[config.mk]
export PLATFORM = sky130hd
export DESIGN_NAME = jtdsp16_pcu
export DESIGN_NICKNAME = d
export VERILOG_FILES = /design/src/rtl/jtdsp16_pkg.sv /design/src/rtl/jtdsp16_lifo.sv /design/src/rtl/jtdsp16_pcu.sv
export SDC_FILE = /design/constraint.sdc
export NUM_CORES = 1
export LEC_CHECK = 0
export ABC_AREA = 1
export CAP_MARGIN = 25
export CORE_MARGIN = 1.5
export CORE_UTILIZATION = 59
export CTS_CLUSTER_SIZE = 28
export DETAILED_ROUTE_END_ITERATION = 8
export GPL_ROUTABILITY_DRIVEN = 0
export PLACE_DENSITY = 0.81
export SYNTH_ARGS = -nofsm -noshare
export SYNTH_HDL_FRONTEND = slang
export SYNTH_SLANG_ARGS = --single-unit
[constraint.sdc]
create_clock -name clk -period 6.43 [get_ports clk]
set_clock_uncertainty 0.15 [all_clocks]
set_input_delay 1.929 -clock clk [delete_from_list [all_inputs] [get_ports clk]]
set_output_delay 1.929 -clock clk [all_outputs]
set_load 0.05 [all_outputs]
[src/rtl/jtdsp16_pkg.sv]
// jtdsp16_pkg: shared program-control encodings, loop-entry layout and defaults.
package jtdsp16_pkg;
    localparam int DEF_IRQ_VEC = 1;

    typedef enum logic [2:0] {OP_SEQ, OP_JA, OP_PT, OP_RET, OP_IRET, OP_DO} flow_op_e;

    // Loop entry packs {head, end, left}: two addresses plus the repeat count.
    function automatic int loop_w(input int aw, input int cw);
        return 2 * aw + cw;
    endfunction
endpackage

[src/rtl/jtdsp16_lifo.sv]
// jtdsp16_lifo: parametrised stack with optional circular overwrite and
// in-place update of the top entry.
module jtdsp16_lifo #(
    parameter int W   = 8,
    parameter int D   = 4,
    parameter bit OVW = 1'b1
) (
    input  logic                   rst,
    input  logic                   clk,
    input  logic                   cen,
    input  logic                   push,
    input  logic                   pop,
    input  logic                   upd,
    input  logic [W-1:0]           din,
    input  logic [W-1:0]           upd_data,
    output logic [W-1:0]           dout,
    output logic [$clog2(D+1)-1:0] lvl,
    output logic                   full,
    output logic                   empty
);
    localparam int PW = D > 1 ? $clog2(D) : 1;
    localparam int LW = $clog2(D + 1);

    logic [W-1:0]  mem [D];
    logic [PW-1:0] ptr, top, inc;
    logic          wr;

    always_comb begin
        top   = ptr == '0 ? PW'(D - 1) : ptr - 1'b1;
        inc   = ptr == PW'(D - 1) ? '0 : ptr + 1'b1;
        full  = lvl == LW'(D);
        empty = lvl == '0;
        dout  = mem[top];
        wr    = cen && push && (!full || OVW);
    end

    always_ff @(posedge clk) begin
        if (wr) mem[ptr] <= din;
        else if (cen && upd) mem[top] <= upd_data;
    end

    // A push into a full circular stack overwrites the oldest slot, so the level saturates.
    always_ff @(posedge clk or posedge rst) begin
        if (rst) begin
            ptr <= '0;
            lvl <= '0;
        end else if (wr) begin
            ptr <= inc;
            lvl <= full ? lvl : lvl + 1'b1;
        end else if (cen && pop && !empty) begin
            ptr <= top;
            lvl <= lvl - 1'b1;
        end
    end
endmodule

[src/rtl/jtdsp16_pcu.sv]
// jtdsp16_pcu: program control unit - fetch address, jumps/calls with a return
// stack, interrupt entry/return and nested zero-overhead DO loops.
module jtdsp16_pcu import jtdsp16_pkg::*; #(
    parameter int AW      = 16,
    parameter int JW      = 12,
    parameter int RSD     = 4,
    parameter int LD      = 2,
    parameter int CW      = 7,
    parameter int IRQ_VEC = DEF_IRQ_VEC
) (
    input  logic                     rst,
    input  logic                     clk,
    input  logic                     cen,
    input  logic                     goto_ja,
    input  logic                     call_ja,
    input  logic                     goto_pt,
    input  logic                     call_pt,
    input  logic                     ret,
    input  logic                     iret,
    input  logic                     pc_halt,
    input  logic                     do_start,
    input  logic [3:0]               do_len,
    input  logic [CW-1:0]            do_cnt,
    input  logic [JW-1:0]            i_field,
    input  logic                     load_pt,
    input  logic [AW-1:0]            load_data,
    input  logic                     ext_irq,
    input  logic                     no_int,
    output logic                     iack,
    output logic [AW-1:0]            rom_addr,
    output logic [AW-1:0]            pt_dout,
    output logic [$clog2(RSD+1)-1:0] stk_lvl,
    output logic                     stk_ovf,
    output logic                     stk_unf,
    output logic                     loop_err,
    output logic                     in_irq
);
    localparam int LEW = loop_w(AW, CW);
    localparam logic [AW-1:0] JM = {AW{1'b1}} >> (AW - JW);

    flow_op_e                 op;
    logic [AW-1:0]            pc, pt, pi, pc1, jt, nxt, seq, rtop, head, lend, dend;
    logic [CW-1:0]            left, cnt;
    logic [LEW-1:0]           ltop;
    logic [$clog2(LD+1)-1:0]  llvl;
    logic rfull, rempty, lfull, lempty, hit, last, irq, lbad, lpush, call;

    always_comb begin
        {head, lend, left} = ltop;
        op    = goto_ja || call_ja ? OP_JA : goto_pt || call_pt ? OP_PT :
                ret ? OP_RET : iret ? OP_IRET : do_start ? OP_DO : OP_SEQ;
        call  = call_ja || call_pt;
        pc1   = pc + 1'b1;
        jt    = (pc & ~JM) | AW'(i_field);
        cnt   = do_cnt == '0 ? CW'(1) : do_cnt;
        dend  = pc + AW'(do_len);
        hit   = !lempty && pc == lend && !pc_halt;
        last  = left <= CW'(1);
        lbad  = lfull || (!lempty && dend >= lend);
        lpush = op == OP_DO && !pc_halt && !lbad;
        // The loop-end check only replaces the sequential default; explicit jumps win.
        seq   = pc_halt ? pc : hit && !last ? head : pc1;
        nxt   = op == OP_JA   ? jt :
                op == OP_PT   ? pt :
                op == OP_RET  ? (rempty ? pc1 : rtop) :
                op == OP_IRET ? pi :
                op == OP_DO   ? (pc_halt ? pc : pc1) : seq;
        irq   = ext_irq && !in_irq && !pc_halt && !no_int && llvl == '0 && op == OP_SEQ;
    end

    jtdsp16_lifo #(.W(AW), .D(RSD), .OVW(1'b1)) u_rstk (
        .rst(rst), .clk(clk), .cen(cen),
        .push(call), .pop(op == OP_RET), .upd(1'b0),
        .din(pc1), .upd_data('0),
        .dout(rtop), .lvl(stk_lvl), .full(rfull), .empty(rempty)
    );

    jtdsp16_lifo #(.W(LEW), .D(LD), .OVW(1'b0)) u_lstk (
        .rst(rst), .clk(clk), .cen(cen),
        .push(lpush), .pop(op == OP_SEQ && hit && last), .upd(op == OP_SEQ && hit && !last),
        .din({pc1, dend, cnt}), .upd_data({head, lend, left - 1'b1}),
        .dout(ltop), .lvl(llvl), .full(lfull), .empty(lempty)
    );

    always_ff @(posedge clk or posedge rst) begin
        if (rst) begin
            pc       <= '0;
            pt       <= '0;
            pi       <= '0;
            in_irq   <= 1'b0;
            iack     <= 1'b0;
            stk_ovf  <= 1'b0;
            stk_unf  <= 1'b0;
            loop_err <= 1'b0;
        end else if (cen) begin
            pc       <= irq ? AW'(IRQ_VEC) : nxt;
            pi       <= irq ? nxt : pi;
            pt       <= load_pt ? load_data : pt;
            in_irq   <= irq || (in_irq && op != OP_IRET);
            iack     <= irq;
            stk_ovf  <= stk_ovf || (call && rfull);
            stk_unf  <= stk_unf || (op == OP_RET && rempty);
            loop_err <= loop_err || (op == OP_DO && !pc_halt && lbad);
        end
    end

    assign rom_addr = pc;
    assign pt_dout  = pt;
endmodule

==> results of run 1 <==
through the flow:
step / utilization (%) / area [um2]
final: 69.77 / 13010
after global routing: 69.77 / 13010
after CTS: 69.70 / 13000
after detailed placement: 65.87 / 12280
after global placement: 65.87 / 12280
after floorplan: - / 11190
flip-flops by register name, indices dropped and copies added, names as in the netlist, 2 cells and up:
name	cells
u_rstk.ptr	2
u_lstk.lvl	2
rom_addr	16
u_rstk.lvl	3
u_rstk.mem	64
u_lstk.mem	78
pt_dout	16
pi	16
final cells by class:
class	count	area (um2)
multi-input cells	876	4711
fillers	1441	5637
well taps	234	292.8
repair buffers	107	1062
clock inverters	8	43.79
clock buffers	32	670.6
flip-flops and latches	203	5792
inverters	115	434.2
power by group:
part	leakage [nW]	internal (W)	total, W	switching, W
registers	2.03	0.00156	0.00167	0.000109
logic	3.19	0.000454	0.00147	0.00102
clock network	0.359	0.000726	0.00124	0.000514
worst min path at each step:
stage               endpoint  slack (ns)
2_1_floorplan  u_lstk.lvl[1]        0.29
3_3_place_gp         stk_ovf        0.30
3_5_place_dp         stk_ovf        0.32
4_1_cts                pi[3]        0.33
5_1_grt                pi[3]        0.35
6_report             stk_ovf        0.33
logic make-up after synthesis:
group	after synthesis	synth area share, %
muxes	32	3.019
buffers and inverters	168	6.340
DFF	203	51.75
AOI/OAI and AO/OA	213	10.69
adders and majority gates	29	3.377
and+or+nand+nor	564	21.85
xor gates and xnor gates	38	2.974
metal layers:
layer  vias up  part of all wire [%]
met5         -                     0
met4         0                   5.1
met3       115                    10
met2       528                    46
met1      4442                    38
li1       4364                     -
cell usage in the layout, fill, tap and decap left out, types with 8 or more instances in the layout:
cell and n:
nor3_1 8, mux2_2 14, o211ai_1 15, buf_4 12, or2_2 17, nor2_2 8
clkdlybuf4s50_1 92, o22ai_1 15, inv_1 111, nand2_2 11, nand3_1 80, dfrtp_1 60
nor2_1 103, edfxtp_1 142, a21oi_1 49, o21ai_0 73, mux2i_1 18, nand2_1 309
ha_1 27, o21ai_1 37, nand4_1 13, xor2_1 34, clkbuf_16 24
critical path, cell delays in order:
cell,delay [ns]
clkdlybuf4s50_1,0.43
ha_1,0.38
nand3_1,0.11
nand2_1,0.13
a21oi_1,0.09
nor2_1,0.26
nand3_1,0.17
nor2_1,0.15
xor2_1,0.24
ha_1,0.28
nand2_1,0.07
inv_1,0.03
o21ai_0,0.13
nand2_1,0.07
a21oi_1,0.12
nand4_1,0.13
nand2_1,0.12
nand3_1,0.17
nand2_1,0.13
nand2_1,0.06
inv_1,0.10
buf_12,0.25
==> metrics, run 1 <==
Mapped Cells=1,247; met1 GRT Util=a little over two fifths; TNS Setup=0 ns; Max Slew Vio Count=0; Starting Density=60.02%; GR peak layer=met2; fmax=181.1 MHz; final count of negative-setup-slack endpoints=0; DRT Pass-1 Iters=5; placed insts=1,534; synth top area cells=edfxtp_1 38%, dfrtp_1 14%, nand2_1 10%; worst hold start=stk_ovf; CTS tree=done; Data required, critical path=6.47 ns; hold crit path type=reg2reg; count leader, synth=nand2_1; Primary FF master, synth=edfxtp_1; vias=9,449; final cell count without fillers=1,575; crit path kind=in2reg; M2 GR Usage=between 50% and 60%; port buffer count=just over 90; Synth area leader=edfxtp_1; Congestion Overflow GR=0; CP Launch Type=input pin; CORE AREA=0.01864 mm2; clock buffer depth=3; dpl hpwl=approximately 22,000 um; diode count=0; H-tree levels=1; Power Dens Cells=336.9 mW/mm2; slew margin rel.=between 30% and 40%; Crit Reg-Reg Startpoint=rom_addr[0]; hold buffers post-CTS=0; distinct cell type count after synthesis=50; total power=0.004382 W; Final Cycle Share=85.88%; met3 usage in global routing=6.963%; Worst Slack Setup Final=0.9082 ns; Max Cap Violations=0; Final #Nets=1,407; LEAKAGE=5.578 nW; layout cells sized above 1=8.949%; clock slew at reported path FFs=0.06 ns; die area=0.01980 mm2; WL final=31,620 um; clock buffer count from CTS=22; post_cts resized=0; vias in the first global route=8,997; pre-CTS setup slack=0.4838 ns; Period minus WS final=5.522 ns; TritonCTS Sinks=203; drt via density=5.999; all-layer global routing usage=32.05%; initial antenna violation count=0; first-pass GRT wire length=49,050 um; worst-margin pin slew=1.035 ns; Post-CTS Setup Bufs=0; RSZ-0062 raised after global routing=no; Row Count=50; drt initial violations=1,001; Clk Latency, worst-skew pair=0.51 ns; Mapped Area=0.01119 mm2; Critical Path Fanout Max=39; Mean Syn Cell Area=~9.0 um2; status=finished clean; top cells by instance count after synthesis=309 x nand2_1, 142 x edfxtp_1, 112 x inv_1; DRC viols=0; final hold viol count=0; R2R depth=21; Synth top area share=38.11%; Area Growth Syn to Fin=16.24%; I/O pin cnt=93; Hold Path Depth=2; register bit total from synthesis=203; hold slack=0.3262 ns; largest net degree at the start of global routing=73; Die X=140.7 um; register area share after synthesis=51.75%; crit end category=flop; Critical R2R Capture=u_lstk.mem[0][34]; R2R setup slack=2.06 ns; post-route ant nets=0; syn_nets=1,329; worst vdd ir=255.0 uV; Critical Path End=u_lstk.mem[0][34]; number of flops mapped to enable cells by yosys=142; async set-reset flop share out of synthesis=30.05%; crit path launch=do_len[2]; yosys warns=0; Die Y=between 100 and 150 um; Root Buffer=clkbuf_16; post-DR wirelength/cell=20.07 um; crit path DAT=5.56 ns
Power figures use the tool's default switching activity.
==> run 2: changes to the inputs <==
--- a/config.mk
+++ b/config.mk
@@ -13,6 +13,7 @@
 export DETAILED_ROUTE_END_ITERATION = 8
 export GPL_ROUTABILITY_DRIVEN = 0
 export PLACE_DENSITY = 0.81
+export RECOVER_POWER = 50
 export SYNTH_ARGS = -nofsm -noshare
 export SYNTH_HDL_FRONTEND = slang
 export SYNTH_SLANG_ARGS = --single-unit
==> run 2 against run 1 <==
Largest cell class unchanged; register-to-register slack lost 0.03 ns; the flow now finishes with violations (capacitance limit, slew limit); non-clock buffer count is the same; setup slack lost 0.027 ns; global-route usage is the same; hold slack lost 0.0039 ns; core utilization shrank 0.11 points; clock-buffer cell count is the same; cell count grew 0.13%.
==> metrics, run 2 (synthesized netlist as in run 1, its figures left out) <==
M2 GR Usage=51.80% (unchanged); CORE AREA=0.01864 mm2 (unchanged); met3 usage in global routing=6.963% (unchanged); clock buffer count from CTS=22 (unchanged); met1 GRT Util=42.24% (unchanged); Die X=140.7 um (unchanged); DRT Pass-1 Iters=6 (+1); vias in the first global route=8,997 (unchanged); I/O pin cnt=93 (unchanged); clock slew at reported path FFs=0.06 ns (about the same); Max Cap Violations=5 (+5); crit path launch=do_len[2]; slowest cell delay on critical path=0.44 ns (about the same); pre-CTS setup slack=0.4838 ns (unchanged); GR peak layer=met2; Crit Reg-Reg Startpoint=rom_addr[0]; Period minus WS final=5.548 ns (+0.02654 ns); Slowest-stage cell, CP=clkdlybuf4s50_1; dpl hpwl=22,090 um (unchanged); crit end category=flop; vias=9,496 (+0.50%); H-tree levels=1 (unchanged); Data required, critical path=6.47 ns (about the same); DRC viols=0 (unchanged); post_cts resized=0 (unchanged); Post-CTS Setup Bufs=0 (unchanged); failing checks=capacitance limit, slew limit; first-pass GRT wire length=49,050 um (unchanged); Clk Latency, worst-skew pair=0.51 ns (about the same); Critical Path Fanout Max=39 (unchanged); placed insts=1,534 (unchanged); initial antenna violation count=0 (unchanged); port buffer count=92 (unchanged); WL final=31,570 um (-0.14%); drt via density=6.022 (+0.37%); flip-flop count of the largest register after layout=78 (unchanged); hold crit path type=reg2reg; Critical R2R Capture=u_lstk.mem[0][34]; final cell count without fillers=1,577 (+0.13%); most common cell after layout, fill and taps aside=nand2_1; Final #Nets=1,407 (unchanged); Worst Slack Setup Final=0.8816 ns (-0.02655 ns); Area Growth Syn to Fin=16.05%; TritonCTS Sinks=203 (unchanged); final count of negative-setup-slack endpoints=0 (unchanged); critical path, cell by cell=clkdlybuf4s50_1 > ha_1 > nand3_1 > nand2_1 > a21oi_1 > nor2_1 > nand3_1 > nor2_1 > xor2_1 > ha_1 > nand2_1 > inv_1 > o21ai_0 > nand2_1 > a21oi_1 > nand4_1 > nand2_1 > nand3_1 > nand2_1 > nand2_1 > inv_1 > buf_12; crit path kind=in2reg; Largest regs=u_lstk.mem (78), u_rstk.mem (64); fmax=180.2 MHz (-0.48%); slew margin rel.=-116.9% (-150 points); worst-margin pin slew=3.253 ns (+2.218 ns); drt initial violations=1,000 (-0.10%); R2R setup slack=2.03 ns (-0.03 ns); WHS Endpoint=stk_ovf; CTS tree=done; TNS Setup=0 ns (unchanged); Row Count=50 (unchanged); all-layer global routing usage=32.05% (unchanged); Final Cycle Share=86.29% (+0.41 points); Power Dens Cells=336.1 mW/mm2 (-0.25%); worst vdd ir=252.4 uV (-1.0%); Hold Path Depth=2 (unchanged); hold buffers post-CTS=0 (unchanged); RSZ-0062 raised after global routing=no; worst path bufs/invs=4 (unchanged); Max Slew Vio Count=130 (+130); crit path DAT=5.58 ns (+0.02 ns); cell family with most CP delay=simple AND/OR/NAND/NOR gates; worst hold start=stk_ovf; R2R depth=21 (unchanged); Root Buffer=clkbuf_16; Congestion Overflow GR=0 (unchanged); most frequent cell on the critical path=nand2_1; die area=0.01980 mm2 (unchanged); post-DR wirelength/cell=20.02 um (-0.27%); largest net degree at the start of global routing=73 (unchanged); Die Y=140.7 um (unchanged); clock buffer depth=3 (unchanged); largest register by flop count=u_lstk.mem; Starting Density=60.02% (unchanged); most frequent cells in the layout=309 x nand2_1, 142 x edfxtp_1, 111 x inv_1; CP Launch Type=input pin; LEAKAGE=5.582 nW (about the same); post-route ant nets=0 (unchanged); layout cells sized above 1=8.277% (-0.67 points); status=complete, but fails checks; final hold viol count=0 (unchanged)
## run 2: worst max path at each step
stage | endpoint | slack [ns] | cells after the start
global placement | u_lstk.mem[0][1] | 0.61 | 22
CTS | u_lstk.mem[0][24] | 0.97 | 22
detailed placement | u_lstk.mem[0][2] | 0.48 | 22
finish | u_lstk.mem[0][34] | 0.88 | 22
global route | u_lstk.ptr | 0.36 | 3
floorplan | u_lstk.mem[1][0] | 0.65 | 18
## run 2: metrics by stage
step           power [W]  utilization, %  area [um2]  hold slack (ns)
3_5_place_dp    0.003123           65.87       12280           0.3169
4_1_cts         0.004359           69.70       13000           0.3319
5_1_grt         0.004545           69.62       12980           0.3530
3_3_place_gp    0.003082           65.87       12280           0.2982
2_1_floorplan   0.002637               -       11190           0.2933
6_report        0.004364           69.65       12990           0.3222
## run 2: report_power, final
group          internal [W]  leakage (nW)  switching [W]  total [W]
Combinational      0.000439          3.19        0.00101    0.00145
Sequential          0.00156          2.03       0.000108    0.00167
Clock              0.000726         0.359       0.000514    0.00124
## run 2: final cells by class
class | instances | area [um2]
Clock buffer | 32 | 670.6
Multi-Input combinational cell | 876 | 4696
Sequential cell | 203 | 5792
Clock inverter | 8 | 43.79
Timing Repair Buffer | 107 | 1051
Fill cell | 1448 | 5658
Inverter | 115 | 434.2
Tap cell | 234 | 292.8
Antenna cell | 2 | 5.005
## run 2: metal layers
| metal | wire (um) | share of wire [%] | up-vias |
|---|---|---|---|
| met5 | 0 | 0 | - |
| met4 | 1558 | 4.9 | 0 |
| met3 | 3122 | 9.9 | 116 |
| met2 | 14610 | 46 | 515 |
| met1 | 12280 | 39 | 4495 |
| li1 | - | - | 4370 |
## run 2: worst min-delay path, stage by stage, from the launching register on
cell and delay [ns]:
dfrtp_1 0.34, inv_1 0.04, nand2_1 0.06
